<file path="src/rtl/imem_loader.sv">
// Program loader for the MIPS single-cycle core: receives a counted, big-endian byte frame,
// writes the words to instruction memory from address 0 and holds the core in reset meanwhile.
module imem_loader #(
   parameter int unsigned ADDR_WIDTH = 8  // word-address width, at most 16
) (
   input  logic                  clk,
   input  logic                  reset,
   input  logic [7:0]            in_data,
   input  logic                  in_valid,
   output logic                  in_ready,
   input  logic                  load_req,
   output logic                  imem_we,
   output logic [ADDR_WIDTH-1:0] imem_addr,
   output logic [31:0]           imem_wdata,
   output logic                  cpu_reset,
   output logic                  done,
   output logic                  error
);

   localparam logic [16:0] Depth = 17'(1) << ADDR_WIDTH;

   typedef enum logic [2:0] {
      StIdle,
      StHdrHi,
      StHdrLo,
      StData,
      StDone
   } state_e;

   state_e                  state_q, state_d;
   logic                    hs;
   logic                    enter_hdr, enter_done, last_byte;
   logic [15:0]             n_q, n_d;
   logic [1:0]              bcnt_q, bcnt_d;
   logic [23:0]             word_q, word_d;
   logic [15:0]             widx_q, widx_d;
   logic                    we_q, we_d;
   logic [ADDR_WIDTH-1:0]   addr_q, addr_d;
   logic [31:0]             wdata_q, wdata_d;
   logic                    cpu_reset_q, cpu_reset_d;
   logic                    error_q, error_d;

   // State register
   always_ff @(posedge clk or negedge reset) begin
      if (!reset) begin
         state_q <= StIdle;
      end else begin
         state_q <= state_d;
      end
   end

   assign last_byte = (bcnt_q == 2'd3) && (widx_q == n_q - 16'd1);

   // Next-state logic
   always_comb begin
      state_d = state_q;
      case (state_q)
         StIdle:  state_d = StHdrHi;
         StHdrHi: if (hs) state_d = StHdrLo;
         StHdrLo: if (hs) state_d = ({n_q[15:8], in_data} == 16'd0) ? StDone : StData;
         StData:  if (hs && last_byte) state_d = StDone;
         StDone:  if (load_req) state_d = StHdrHi;
         default: state_d = StIdle;
      endcase
   end

   // Moore outputs
   always_comb begin
      in_ready = 1'b0;
      done     = 1'b0;
      case (state_q)
         StHdrHi, StHdrLo, StData: in_ready = 1'b1;
         StDone:                   done     = 1'b1;
         default: ;
      endcase
   end

   assign hs         = in_valid & in_ready;
   assign enter_hdr  = (state_q != StHdrHi) && (state_d == StHdrHi);
   assign enter_done = (state_q != StDone) && (state_d == StDone);

   // Datapath next state
   always_comb begin
      n_d         = n_q;
      bcnt_d      = bcnt_q;
      word_d      = word_q;
      widx_d      = widx_q;
      we_d        = 1'b0;
      addr_d      = addr_q;
      wdata_d     = wdata_q;
      cpu_reset_d = cpu_reset_q;
      error_d     = error_q;

      if (enter_hdr) begin
         cpu_reset_d = 1'b1;
         error_d     = 1'b0;
         bcnt_d      = 2'd0;
         widx_d      = 16'd0;
      end

      if (state_q == StHdrHi && hs) begin
         n_d[15:8] = in_data;
      end

      if (state_q == StHdrLo && hs) begin
         n_d[7:0] = in_data;
         error_d  = ({1'b0, n_q[15:8], in_data} > Depth);
      end

      if (state_q == StData && hs) begin
         bcnt_d = bcnt_q + 2'd1;
         word_d = {word_q[15:0], in_data};
         if (bcnt_q == 2'd3) begin
            widx_d = widx_q + 16'd1;
            // Words past the end of memory are consumed but never written; addr holds.
            if ({1'b0, widx_q} < Depth) begin
               we_d    = 1'b1;
               addr_d  = widx_q[ADDR_WIDTH-1:0];
               wdata_d = {word_q, in_data};
            end
         end
      end

      // An overflowed image must not be executed, so the core stays in reset.
      if (enter_done) begin
         cpu_reset_d = error_d;
      end
   end

   always_ff @(posedge clk or negedge reset) begin
      if (!reset) begin
         n_q         <= 16'd0;
         bcnt_q      <= 2'd0;
         word_q      <= 24'd0;
         widx_q      <= 16'd0;
         we_q        <= 1'b0;
         addr_q      <= '0;
         wdata_q     <= 32'd0;
         cpu_reset_q <= 1'b1;
         error_q     <= 1'b0;
      end else begin
         n_q         <= n_d;
         bcnt_q      <= bcnt_d;
         word_q      <= word_d;
         widx_q      <= widx_d;
         we_q        <= we_d;
         addr_q      <= addr_d;
         wdata_q     <= wdata_d;
         cpu_reset_q <= cpu_reset_d;
         error_q     <= error_d;
      end
   end

   assign imem_we    = we_q;
   assign imem_addr  = addr_q;
   assign imem_wdata = wdata_q;
   assign cpu_reset  = cpu_reset_q;
   assign error      = error_q;

endmodule

</file>
<file path="config.mk">
export PLATFORM = sky130hd
export DESIGN_NAME = imem_loader
export DESIGN_NICKNAME = d
export VERILOG_FILES = /design/src/rtl/imem_loader.sv
export SDC_FILE = /design/constraint.sdc
export NUM_CORES = 1
export LEC_CHECK = 0
export ABC_AREA = 1
export BUFFER_PORTS_ARGS = -buffer_cell sky130_fd_sc_hd__buf_2
export CAP_MARGIN = 40
export CORE_AREA = 3 3 119 121
export DETAILED_ROUTE_END_ITERATION = 7
export DIE_AREA = 0 0 122 124
export PLACE_DENSITY = 0.58
export SYNTH_ARGS = -nofsm -noshare
export SYNTH_HDL_FRONTEND = slang
export SYNTH_SLANG_ARGS = --single-unit
</file>
<file path="constraint.sdc">
create_clock -name clk -period 2.09 [get_ports clk]
set_input_delay 0.209 -clock clk [delete_from_list [all_inputs] [get_ports clk]]
set_output_delay 0.209 -clock clk [all_outputs]
set_load 0.01 [all_outputs]
</file>
==> run summary <==
final setup vio count: 0
Setup TNS: 0 ps
worst min-delay path class: in -> reg
distinct cell type count after synthesis: 36
Yosys warning count: 0
initial antenna violation count: 0
Antenna Nets Post-Route: 0
GR Util All Layers: 17.10%
vias in the first global route: 3982
ant diodes: 0
achievable clock frequency: 542.6 MHz
Max VDD drop: 669.6 uV
max-cap violations: 0
crit path max fanout: 3
CTS Sinks: 104
routed vias: 4093
M2 GR Usage: 26.52%
WL final: 11.78 mm
Finished Layout Cells: 864
Final Slew Violations: 0
Syn Std Cell Area: 5007 um^2
Core Region: 13190 um^2
net count after synthesis: 638
Hold Fails Final Rpt: 0
clk_lat worst skew: 360 ps
WP data required: 2390 ps
Setup CP Type: reg -> reg
asr flop ratio synth: 100.0%
dominant synthesized flop cell: dfrtp_1
Area Overhead vs Synth: 16.64%
FILL cells: 1307
Site Rows: 42
Worst Path Arrival: 2150 ps
1st-pass router iterations: 5
Vias/cell: 4.737
Seq/Total Area, Yosys: 52.00%
RSZ-0062 raised after global routing: no
Rel. slew slack: 64.03%
crit path launch type: register
busiest layer in global routing: met2
layout cell share with drive strength beyond 1: 16.72%
Tmin final: 1843 ps
GPL Wtd Cong: 0.8889
register bit total from synthesis: 104
Final period util: 88.18%
number of synthesized flops with an enable pin: 0
CTS tree: done
H-tree Lvls: 3
WL/cell: 13.63 um
final net count: 698
Initial DRC Count: 214
Crit. End Element: register
CTS clk-pin slew, worst paths: 70 ps
internal reg-to-reg setup slack: 250 ps
chip height: 124 um
Worst Max-Slew Pin Slew: 538.0 ps
Port Buffers: 56
largest net degree at the start of global routing: 82
status: finished, final reports clean
placed insts: 847
Ports: 57
met3 Usage GRT: 3.497%
total die area: 15130 um^2
DRC: 0
Root Buffer: clkbuf_16
GR Util met1: 23.75%
Pleak: 2.950 nW
Mapped Cells: 623
total grt overflow: 0
Avg Cell Area, Syn: 8.037 um^2
total CTS buffers: 9
Power Dens Cells: 1244 nW/um^2
die width: 122 um
Clock Path Buffers: 2
Clock Skew: 8.814 ps
buffer count from post-CTS setup fixing: 0
Initial Utilization: 37.96%
HPWL Detailed: 8.806 mm
first-pass GRT wire length: 20.04 mm
## stage by stage
step	util, %	cell area [um^2]	worst slack (ps)	total power (W)	hold WS (ps)
global placement	41.93	5530	281.5	0.005601	160.1
detailed placement	41.93	5530	240.0	0.005658	157.7
floorplan	-	5007	377.3	0.004801	-86.59
finish	44.28	5841	247.1	0.007263	95.90
global route	44.28	5841	41.48	0.007903	108.2
CTS	44.26	5838	220.7	0.007371	81.73
## cell usage after synthesis, types with 2 or more instances
cell / n / share of area, %
a21oi_1: 3 / 0.30
buf_2: 3 / 0.30
clkbuf_1: 13 / 0.97
dfrtp_1: 103 / 51
ha_1: 3 / 0.75
inv_1: 83 / 6.2
inv_2: 6 / 0.45
nand2_1: 187 / 14
nand2_2: 6 / 0.75
nand3_1: 25 / 2.5
nand3_2: 2 / 0.40
nand3b_1: 2 / 0.30
nand4_1: 4 / 0.50
nor2_1: 39 / 2.9
nor2_2: 9 / 1.1
nor2_4: 4 / 0.90
nor3_1: 2 / 0.20
o21ai_0: 91 / 9.1
o22ai_1: 5 / 0.62
xnor2_1: 6 / 1.0
xor2_1: 12 / 2.1
## layout by cell type, fill, tap and decap left out, types with 4 or more instances in the layout
| cell | synthesis | layout |
|---|---|---|
| nor2_4 | 4 | 4 |
| nor2_1 | 39 | 39 |
| xor2_1 | 12 | 12 |
| clkbuf_16 | 0 | 9 |
| dfrtp_1 | 103 | 103 |
| xnor2_1 | 6 | 6 |
| nor2_2 | 9 | 9 |
| nand2_1 | 187 | 186 |
| nand4_1 | 4 | 4 |
| o21ai_0 | 91 | 91 |
| buf_4 | 0 | 8 |
| nand2_2 | 6 | 7 |
| buf_2 | 3 | 55 |
| nand3_1 | 25 | 25 |
| inv_1 | 83 | 83 |
| o22ai_1 | 5 | 5 |
| inv_2 | 6 | 6 |
## final cells by class
class                   count  area [um^2]  area share, %
clock inverters             6        58.81          1.007
multi-input cells         412         1996          34.17
well taps                 176        220.2          3.770
clock buffers              10        239.0          4.092
repair buffers             66        385.4          6.598
flip-flops and latches    104         2604          44.58
inverters                  90        337.8          5.784
## logic make-up after synthesis
logic type	synth area share (%)
xor+xnor	3.148
flops	52.00
buf+inv	8.246
simple gates	25.09
fa+ha+maj	0.7497
compound gates	10.77
## registers in the layout, indices dropped and copies added, names as in the netlist
| signal | flops |
|---|---|
| widx_q | 16 |
| imem_we | 1 |
| imem_addr | 8 |
| n_q | 16 |
| error | 1 |
| imem_wdata | 32 |
| word_q | 24 |
| bcnt_q | 2 |
| cpu_reset | 1 |
| state_q | 3 |
## power by group
part | internal, W | switching (W) | total [W]
combinational | 0.000920 | 0.00157 | 0.00249
sequential | 0.00265 | 0.000455 | 0.00311
clock | 0.000870 | 0.000797 | 0.00167
total | 0.00444 | 0.00282 | 0.00726
## critical path, cell delays in order, from the launching register on
cell and delay (ps):
dfrtp_1 360, inv_1 70, ha_2 330, inv_1 40
nand2_1 50, nand2_1 40, nor2_1 100, nand2_1 70
nor2_1 100, nand2_1 60, nor2_1 150, nand4_1 140
nand2_2 100, nand2_2 50, nand2_1 50, nand2_1 40
nand2_1 50
## final timing paths
path	endpoint	depth (start not counted)	startpoint
max	cpu_reset	16	n_q[1]
min	word_q[7]	3	in_data[7]
max reg2reg	cpu_reset	16	n_q[1]
min reg2reg	imem_wdata[30]	2	imem_wdata[30]
max in group asynchronous	n_q[15]	3	reset
min in group asynchronous	imem_addr[0]	2	reset
## what timing repair did
action | in CTS | in global routing
endpoints found under the hold margin | 23 | 0
gates resized for setup | 0 | 1
endpoints found under the setup margin | 0 | 1
hold buffers | 1 | 0
## per-layer routing
metal | wire [um] | up-vias
met5 | 0 | -
met4 | 200 | 0
met3 | 505 | 16
met2 | 5320 | 69
met1 | 5749 | 1941
li1 | - | 2067
Power figures use the tool's default switching activity.
